**config.mk**
```make
export PLATFORM = sky130hd
export DESIGN_NAME = enemy_shot_pool
export DESIGN_NICKNAME = d
export VERILOG_FILES = /design/src/rtl/tabajara_pkg.sv /design/src/rtl/enemy_shot_slot.sv /design/src/rtl/enemy_shot_pool.sv
export SDC_FILE = /design/constraint.sdc
export NUM_CORES = 1
export LEC_CHECK = 0
export CAP_MARGIN = 15
export CORE_MARGIN = 8
export CORE_UTILIZATION = 50
export CTS_CLUSTER_SIZE = 40
export DETAILED_ROUTE_END_ITERATION = 10
export PLACE_DENSITY = 0.76
export SYNTH_ARGS = -nofsm -noshare
export SYNTH_HDL_FRONTEND = slang
export SYNTH_SLANG_ARGS = --single-unit
export TNS_END_PERCENT = 30
```
**constraint.sdc**
```tcl
create_clock -name clk -period 8.5 [get_ports clk]
set_input_delay 1.275 -clock clk [delete_from_list [all_inputs] [get_ports clk]]
set_output_delay 1.275 -clock clk [all_outputs]
set_load 0.01 [all_outputs]
```
**src/rtl/tabajara_pkg.sv**
```systemverilog
// Shared constants and slot-state encoding for the enemy-shot engine.
package tabajara_pkg;
    localparam int N_ENEMY  = 25;
    localparam int COLS     = 5;
    localparam int ESP_X    = 16;
    localparam int ESP_Y    = 12;
    localparam int Y_LIMITE = 239;
    localparam int JOG_Y    = 220;
    localparam int JOG_W    = 16;
    localparam int JOG_H    = 8;

    typedef enum logic {
        LIVRE = 1'b0,
        ATIVO = 1'b1
    } slot_state_t;
endpackage

```
**src/rtl/enemy_shot_slot.sv**
```systemverilog
// One bullet slot: LIVRE/ATIVO state, position register, downward motion and player-hit test.
module enemy_shot_slot #(
    parameter int PASSO    = 2,
    parameter int Y_LIMITE = tabajara_pkg::Y_LIMITE,
    parameter int JOG_Y    = tabajara_pkg::JOG_Y,
    parameter int JOG_W    = tabajara_pkg::JOG_W,
    parameter int JOG_H    = tabajara_pkg::JOG_H
) (
    input  logic       clk,
    input  logic       reset,
    input  logic       restart,
    input  logic       tick,
    input  logic       load,
    input  logic [7:0] load_x,
    input  logic [7:0] load_y,
    input  logic [7:0] jog_x,
    output logic       ativo,
    output logic [7:0] pos_x,
    output logic [7:0] pos_y,
    output logic       hit
);
    import tabajara_pkg::slot_state_t;
    import tabajara_pkg::LIVRE;
    import tabajara_pkg::ATIVO;

    slot_state_t r_state;
    slot_state_t w_state_nxt;
    logic [7:0]  r_x;
    logic [7:0]  r_y;
    logic [7:0]  w_x_nxt;
    logic [7:0]  w_y_nxt;
    logic [8:0]  w_y_step;
    logic [8:0]  w_jog_x_end;
    logic        w_hit;

    assign w_y_step    = {1'b0, r_y} + 9'(PASSO);
    assign w_jog_x_end = {1'b0, jog_x} + 9'(JOG_W);

    // Hit looks only at registered position so it is stable for the whole cycle.
    assign w_hit = (r_state == ATIVO)
                && ({1'b0, r_x} >= {1'b0, jog_x}) && ({1'b0, r_x} < w_jog_x_end)
                && ({1'b0, r_y} >= 9'(JOG_Y)) && ({1'b0, r_y} < 9'(JOG_Y + JOG_H));

    always_comb begin
        w_state_nxt = r_state;
        w_x_nxt     = r_x;
        w_y_nxt     = r_y;
        case (r_state)
            LIVRE: begin
                if (load) begin
                    w_state_nxt = ATIVO;
                    w_x_nxt     = load_x;
                    w_y_nxt     = load_y;
                end
            end
            ATIVO: begin
                if (w_hit) begin
                    w_state_nxt = LIVRE;
                end else if (tick) begin
                    if (w_y_step > 9'(Y_LIMITE)) begin
                        w_state_nxt = LIVRE;
                    end else begin
                        w_y_nxt = w_y_step[7:0];
                    end
                end
            end
        endcase
    end

    always_ff @(posedge clk or posedge reset) begin
        if (reset) begin
            r_state <= LIVRE;
            r_x     <= 8'd0;
            r_y     <= 8'd0;
        end else if (restart) begin
            r_state <= LIVRE;
            r_x     <= 8'd0;
            r_y     <= 8'd0;
        end else begin
            r_state <= w_state_nxt;
            r_x     <= w_x_nxt;
            r_y     <= w_y_nxt;
        end
    end

    assign ativo = (r_state == ATIVO);
    assign pos_x = r_x;
    assign pos_y = r_y;
    assign hit   = w_hit;
endmodule

```
**src/rtl/enemy_shot_pool.sv**
```systemverilog
// Enemy bullet pool: picks the lowest valid shooter, places it in the lowest free slot,
// and drives the shared movement tick plus the hit / drop pulses.
module enemy_shot_pool #(
    parameter int N_ENEMY    = tabajara_pkg::N_ENEMY,
    parameter int N_TIROS    = 4,
    parameter int COLS       = tabajara_pkg::COLS,
    parameter int ESP_X      = tabajara_pkg::ESP_X,
    parameter int ESP_Y      = tabajara_pkg::ESP_Y,
    parameter int ATRASO_MOV = 50000,
    parameter int PASSO      = 2,
    parameter int Y_LIMITE   = tabajara_pkg::Y_LIMITE,
    parameter int JOG_Y      = tabajara_pkg::JOG_Y,
    parameter int JOG_W      = tabajara_pkg::JOG_W,
    parameter int JOG_H      = tabajara_pkg::JOG_H
) (
    input  logic                 clk,
    input  logic                 reset,
    input  logic                 restart,
    input  logic [N_ENEMY-1:0]   ID_enemy_tiro,
    input  logic [N_ENEMY-1:0]   enemy_vivos,
    input  logic [7:0]           bloco_pos_X,
    input  logic [7:0]           bloco_pos_Y,
    input  logic [7:0]           jogador_pos_X,
    output logic [8*N_TIROS-1:0] tiro_X,
    output logic [8*N_TIROS-1:0] tiro_Y,
    output logic [N_TIROS-1:0]   tiro_ativo,
    output logic                 jogador_atingido,
    output logic                 tiro_descartado
);
    localparam int CNT_W = (ATRASO_MOV > 1) ? $clog2(ATRASO_MOV) : 1;

    logic [CNT_W-1:0]   r_cnt;
    logic               w_tick;
    logic [N_ENEMY-1:0] w_valid;
    logic               w_req;
    logic [9:0]         w_sx;
    logic [9:0]         w_sy;
    logic               w_in_range;
    logic               w_any_free;
    logic [N_TIROS-1:0] w_free_1h;
    logic               w_spawn;
    logic               w_drop;
    logic [N_TIROS-1:0] w_load;
    logic [N_TIROS-1:0] w_hit;

    assign w_valid = ID_enemy_tiro & enemy_vivos;
    assign w_tick  = (r_cnt == CNT_W'(ATRASO_MOV - 1));

    // Descending scan: the last match written is the lowest index, which wins.
    always_comb begin
        w_req = 1'b0;
        w_sx  = 10'd0;
        w_sy  = 10'd0;
        for (int k = N_ENEMY - 1; k >= 0; k--) begin
            if (w_valid[k]) begin
                w_req = 1'b1;
                w_sx  = 10'(bloco_pos_X) + 10'((k % COLS) * ESP_X + ESP_X / 2);
                w_sy  = 10'(bloco_pos_Y) + 10'((k / COLS) * ESP_Y + ESP_Y);
            end
        end
    end

    always_comb begin
        w_any_free = 1'b0;
        w_free_1h  = '0;
        for (int i = N_TIROS - 1; i >= 0; i--) begin
            if (!tiro_ativo[i]) begin
                w_any_free = 1'b1;
                w_free_1h  = N_TIROS'(1) << i;
            end
        end
    end

    // Spawn coordinates are checked wide so an off-screen shot is dropped, never wrapped.
    assign w_in_range = (w_sx <= 10'd255) && (w_sy <= 10'd255) && (w_sy <= 10'(Y_LIMITE));
    assign w_spawn    = w_req && w_in_range && w_any_free;
    assign w_drop     = w_req && !w_spawn;
    assign w_load     = w_spawn ? w_free_1h : '0;

    for (genvar i = 0; i < N_TIROS; i++) begin : g_slot
        enemy_shot_slot #(
            .PASSO   (PASSO),
            .Y_LIMITE(Y_LIMITE),
            .JOG_Y   (JOG_Y),
            .JOG_W   (JOG_W),
            .JOG_H   (JOG_H)
        ) u_slot (
            .clk    (clk),
            .reset  (reset),
            .restart(restart),
            .tick   (w_tick),
            .load   (w_load[i]),
            .load_x (w_sx[7:0]),
            .load_y (w_sy[7:0]),
            .jog_x  (jogador_pos_X),
            .ativo  (tiro_ativo[i]),
            .pos_x  (tiro_X[8*i +: 8]),
            .pos_y  (tiro_Y[8*i +: 8]),
            .hit    (w_hit[i])
        );
    end

    always_ff @(posedge clk or posedge reset) begin
        if (reset) begin
            r_cnt            <= '0;
            jogador_atingido <= 1'b0;
            tiro_descartado  <= 1'b0;
        end else if (restart) begin
            r_cnt            <= '0;
            jogador_atingido <= 1'b0;
            tiro_descartado  <= 1'b0;
        end else begin
            r_cnt            <= w_tick ? '0 : r_cnt + CNT_W'(1);
            jogador_atingido <= |w_hit;
            tiro_descartado  <= w_drop;
        end
    end
endmodule

```
# Yosys cells after proc, flatten, opt, wreduce, memory -nomap -nowiden
# Index checks and enable logic that the tools add are counted.
[word_totals]
ff_bits = 86
output_inout_bits = 70
[classes]
add_sub_neg = 16
eq_ne = 21
n_lt_le_gt_ge = 23
bitwise = 5
n_mux = 148
n_reduce_logical = 35
[op_table]
columns = ["cell", "n"]
rows = [
  ["10-bit two-way mux", 48],
  ["8-bit two-way mux", 32],
  ["8-bit one-hot mux with 2 select lines", 4],
  ["1-bit two-way mux", 51],
  ["3-bit inequality test, second input constant", 16],
  ["8-bit by 6-bit adder with 9-bit output, second input constant", 5],
  ["8-bit by 2-bit adder with 9-bit output, second input constant", 4],
  ["9-bit by 8-bit > comparator with 1-bit output, second input constant", 4],
  ["8-bit by 9-bit less-than comparator with 1-bit output", 4],
  ["8-bit greater-or-equal comparator", 4],
  ["8-bit greater-or-equal comparator, second input constant", 4],
  ["8-bit less-than comparator, second input constant", 4],
  ["16-bit two-way mux", 2],
  ["10-bit by 8-bit <= comparator with 1-bit output, second input constant", 3],
  ["8-bit by 5-bit adder with 9-bit output, second input constant", 3],
  ["25-bit bitwise AND", 1],
  ["1-bit logical AND", 21],
  ["4-bit two-way mux", 5],
  ["8-bit by 4-bit adder with 9-bit output, second input constant", 2],
  ["9-bit two-way mux", 2],
  ["16-bit by 1-bit adder with 16-bit output, second input constant", 1],
  ["16-bit equality test, second input constant", 1],
  ["4-bit AND reduction", 4],
  ["8-bit by 7-bit adder with 9-bit output, second input constant", 1],
  ["7 further kinds", 22],
]

# Depth between registers and ports, before layout
[depth]
word_depth = 35
mapped_depth = 15
depth_no_buf = 11

# By module
# Synthesis repeated with hierarchy kept, for this count alone.
[hier_totals]
hier_cells = 1262
hier_area_um2 = 9710.6
[by_module_without_submodules]
columns = ["mod", "n_inst", "area_each_um2", "seq_area_each_um2", "cells_per_inst"]
rows = [
  ["enemy_shot_slot", 4, 1552.7, 425.4, 187],
  ["enemy_shot_pool", 1, 3499.6, 450.4, 514],
]

# Worst setup path before layout
# No wires, ideal clock.
[synth_timing]
kind = "in2reg"
from = "input ID_enemy_tiro[17]"
to = "register g_slot[1].u_slot.r_x[0]"
t_required_ns = 8.368
stages = 13
path_slack_ns = 4.443
t_arrival_ns = 3.926
path_cell_list = "a222oi_1 and2_0 clkbuf_1 a311oi_1 o31ai_1 a211oi_4 o311ai_4 buf_6 or2_1 buf_6 buf_8 mux2i_1 nor2_1"
[synth_via]
elab_chain_cells = 27
[synth_lines]
columns = ["element", "line", "text"]
rows = [
  ["start, declared", "enemy_shot_pool.sv:19", "input logic [N_ENEMY-1:0] ID_enemy_tiro,"],
  ["25-bit bitwise AND (*)", "enemy_shot_pool.sv:46", "assign w_valid = ID_enemy_tiro & enemy_vivos;"],
  ["10-bit two-way mux (18 in series)", "enemy_shot_pool.sv:55", "if (w_valid[k]) begin"],
  ["10-bit by 8-bit <= comparator with 1-bit output", "enemy_shot_pool.sv:75", "assign w_in_range = (w_sx <= 10'd255) && (w_sy <= 10'd255) && (w_sy <= 10'(Y_LIMITE));"],
  ["1-bit logical AND (2 in series)", "enemy_shot_pool.sv:75", ""],
  ["1-bit logical AND (2 in series)", "enemy_shot_pool.sv:76", "assign w_spawn = w_req && w_in_range && w_any_free;"],
  ["4-bit two-way mux", "enemy_shot_pool.sv:78", "assign w_load = w_spawn ? w_free_1h : '0;"],
  ["2-bit nonzero test (no line)", "n/a", ""],
  ["2-bit AND reduction (no line)", "n/a", ""],
  ["end signal, assigned", "enemy_shot_slot.sv:81", "r_x <= w_x_nxt;"],
  ["end, declared", "enemy_shot_slot.sv:28", "logic [7:0] r_x;"],
]
# Every way passes the cells marked *; elsewhere a longest branch is shown, timed or not. The select of a mux whose other input is x is not followed.
# A chain may end at the register's enable or synchronous reset.

# Worst setup path in the final report
[layout_timing]
from = "input enemy_vivos[12]"
to = "register g_slot[1].u_slot.r_x[3]"
[layout_via]
elab_chain_cells = 22
[layout_lines]
columns = ["element", "line", "text"]
rows = [
  ["start, declared", "enemy_shot_pool.sv:20", "input logic [N_ENEMY-1:0] enemy_vivos,"],
  ["25-bit bitwise AND (*)", "enemy_shot_pool.sv:46", ""],
  ["10-bit two-way mux (13 in series)", "enemy_shot_pool.sv:55", ""],
  ["10-bit by 8-bit <= comparator with 1-bit output", "enemy_shot_pool.sv:75", ""],
  ["1-bit logical AND (2 in series)", "enemy_shot_pool.sv:75", ""],
  ["1-bit logical AND (2 in series)", "enemy_shot_pool.sv:76", ""],
  ["4-bit two-way mux", "enemy_shot_pool.sv:78", ""],
  ["2-bit nonzero test (no line)", "n/a", ""],
  ["2-bit AND reduction (no line)", "n/a", ""],
]
# Marks and branches as above.

==> flow_metrics.py <==
metrics = {
    "min_path": {
        "min_to": "r_cnt[0]$_DFF_PP0_",
        "hold_path_class": "reg -> reg",
        "hold_depth": 1,
        "min_from": "r_cnt[0]$_DFF_PP0_",
    },
    "die": {
        "die-area_sq_um": 21100,
        "die_y_microns": 145,
        "start_util_pct": 50.6,
        "ios": 147,
        "coreArea_sq_um": 16500,
        "chipWidth_microns": 145,
        "rows": 47,
    },
    "timing": {
        "layout_setup_ws_ns": 2.80,
        "finalSetupTns_ns": 0,
        "fin_crit_sh_pct": 67.1,
        "skew_ns": 0.0114,
        "finalHoldViolCount": 0,
        "fmax_ghz": 0.175,
        "worst_slew_pin_slew_ns": 1.21,
        "rsz0062_at_grt": "no",
        "slew_headroom_pct": 19.1,
        "fin_crit_ns": 5.70,
        "maxSlewViolCount": 0,
        "whs_ns": 0.463,
        "setup_viol": 0,
    },
    "yosys": {
        "syn_area_sq_um": 8330,
        "synth_top_cell_area_share_pct": 25.8,
        "post_synth_num_cell_types": 86,
        "yosysSeqAreaShare_pct": 25.8,
        "syn_inst": 1027,
        "synth_most_common_cell": "nor2_1",
        "syn_area_per_cell_sq_um": 8.11,
        "synth_area_leaders": "dfrtp_1, ha_1, o21ai_0, nor2_1, nand2_1",
        "ys_seq_elements": 86,
        "syn_nets": 1174,
        "synth-edff-count": 0,
        "yosys-top-cells-count": "nor2_1, dfrtp_1, nand2_1",
        "ys_async_sr_fraction_pct": 100,
        "yosys_warnings": 0,
        "synthFlopType": "dfrtp_1",
        "yosysTopAreaCell": "dfrtp_1",
    },
    "placement": {
        "gp_congestion": 1.03,
        "dp_slack_ns": 2.55,
        "port_buffers": 146,
        "placed_area_sq_um": 9870,
        "dp.cells": 1350,
        "post-dp-hpwl_microns": 22000,
    },
    "clocking": {
        "clk_latency_ns": 0.36,
        "htreeDepth": 3,
        "cts_setup_buffers": 0,
        "cts.clk_slew.worst_paths_ns": 0.07,
        "cts_tree": "built",
        "hold_buffers": 0,
        "clock_path_buffers": 2,
        "cts_root_buf": "clkbuf_16",
        "cts_buffers": 9,
        "postCtsResizedCells": 0,
        "cts.sink_count": 86,
    },
    "worst_setup_path": {
        "worst_ep_arrival_time_ns": 5.90,
        "rr_endpoint": "g_slot[0].u_slot.pos_y[2]$_DFFE_PP0P_",
        "cp-end-kind": "register",
        "rr_startpoint": "g_slot[1].u_slot.ativo$_DFF_PP0_",
        "max_stage_delay_ns": 1.01,
        "crit_slowest_cell": "nor3_1",
        "cp_max_fo": 21,
        "crit_required_ns": 8.71,
        "path_class": "in -> reg",
        "worstPathCellList": "clkdlybuf4s50_1 > a222oi_1 > nand2_2 > nor3_1 > a2111oi_0 > o31a_1 > o311ai_4 > buf_4 > or2_1 > mux2i_1 > nor2_1",
        "startpoint_type": "input port",
        "ff2ff_setup_slack_ns": 4.95,
        "r2r_cells": 9,
    },
    "power": {
        "leakagePower_uw": 0.00421,
        "powerDensity_nw_per_um2": 135,
        "ir_drop_v": 0.0000849,
    },
    "flow_run": {
        "maxCapViolations": 0,
    },
    "route": {
        "routed-wl-met3_microns": 1930,
        "wl_met1_microns": 12500,
        "ant_nets": 0,
        "via_count": 8817,
        "wl_per_cell_microns": 20.9,
        "finalWirelength_microns": 28500,
        "dr.first_iter.drc_count": 1043,
        "dr_wl_met2_microns": 13400,
        "avgViaCountPerCell": 6.45,
        "drcViolationCount": 0,
        "drt_pass1_iterations": 6,
        "top_layer": "met4",
    },
    "global_routing": {
        "first_global_vias": 8516,
        "grt_pass1_wl_microns": 46000,
        "grt-ovfl-total": 0,
        "grt_max_degree": 63,
        "antenna_found_initial": 0,
        "gr-usage-all-layers_pct": 26.4,
    },
    "status": {
        "status": "finished clean",
    },
    "layout": {
        "drive_above_1_share_pct": 4.36,
        "layout.nets": 1288,
        "fin_area_sq_um": 10200,
        "final_cells": 1366,
        "area_growth_pct": 22.2,
        "diodes": 0,
    },
}
## kinds of logic (layout without fill, tap and decap cells)
logic type,after synthesis,in the layout,synth area share [%]
AO/OA/AOI/OAI,334,334,27.8
AND/OR/NAND/NOR,370,370,22.7
buffers and inverters,95,214,4.97
adder cells (fa/ha/maj),70,70,10.5
multiplexers,32,32,3.95
XOR/XNOR,40,40,4.20
flip-flops,86,86,25.8
## flip-flops by register name, summed over array words and instances (netlist names)
register / flops
g_slot.u_slot.pos_x: 32
g_slot.u_slot.pos_y: 32
r_cnt: 16
g_slot.u_slot.ativo: 4
jogador_atingido: 1
tiro_descartado: 1
## power breakdown
part,internal [uW],switching (uW),leakage (uW)
Combinational,202,266,0.00288
Sequential,437,49.2,0.00117
Clock,235,185,0.000151
## cells in the final DEF, fill, tap and decap left out, drive strengths merged, types with 12 or more instances in the layout
cell	Yosys	final
nor2	87	87
nor2b	14	14
xor2	13	13
a211oi	12	12
dfrtp	86	86
nand4	13	13
o21a	12	12
a22oi	14	14
xnor2	27	27
a21oi	60	60
o21ai	72	72
mux2i	25	25
a21o	15	15
o211ai	24	24
nand2	83	83
o22ai	18	18
and2	15	15
and3	16	16
ha	70	70
clkdlybuf4s50	0	145
a31oi	19	19
nor3	23	23
nand3	58	58
inv	45	49
## through the flow
step           total power [uW]  utilization [%]
2_1_floorplan               763                -
3_3_place_gp                947             59.9
3_5_place_dp                952             59.9
4_1_cts                    1370             61.8
5_1_grt                    1440             61.8
6_report                   1380             61.8
## metal layers
metal  up-vias  track usage [%]
met5         -                0
met3        62             4.54
met1      4203             34.3
met2       421             43.9
met4         0             8.49
li1       4131                -
## layout make-up
cell class,count,area (sq um)
Timing Repair Buffer,152,1500
Fill cell,1469,6280
Sequential cell,86,2150
Multi-Input combinational cell,846,5770
Inverter,46,174
Tap cell,220,275
Clock buffer,9,225
Clock inverter,7,86.3
## critical path, delay by kind of cell
family          cells  cell delay (ns)
simple gates        4             2.07
compound gates      4             1.47
buf+inv             2             0.76
mux                 1             0.32
## worst max path at each step
stage,slack (ns),from,cells past startpoint,endpoint
finish,2.80,enemy_vivos[12],11,g_slot[1].u_slot.pos_x[3]$_DFFE_PP0P_
CTS,2.90,ID_enemy_tiro[12],11,g_slot[1].u_slot.pos_x[3]$_DFFE_PP0P_
floorplan,4.44,ID_enemy_tiro[17],13,g_slot[1].u_slot.pos_x[0]$_DFFE_PP0P_
global placement,2.80,ID_enemy_tiro[12],10,g_slot[1].u_slot.pos_x[6]$_DFFE_PP0P_
detailed placement,2.55,ID_enemy_tiro[12],10,g_slot[1].u_slot.pos_x[6]$_DFFE_PP0P_
global route,2.55,ID_enemy_tiro[16],11,g_slot[1].u_slot.pos_x[3]$_DFFE_PP0P_
Power figures use the tool's default switching activity.
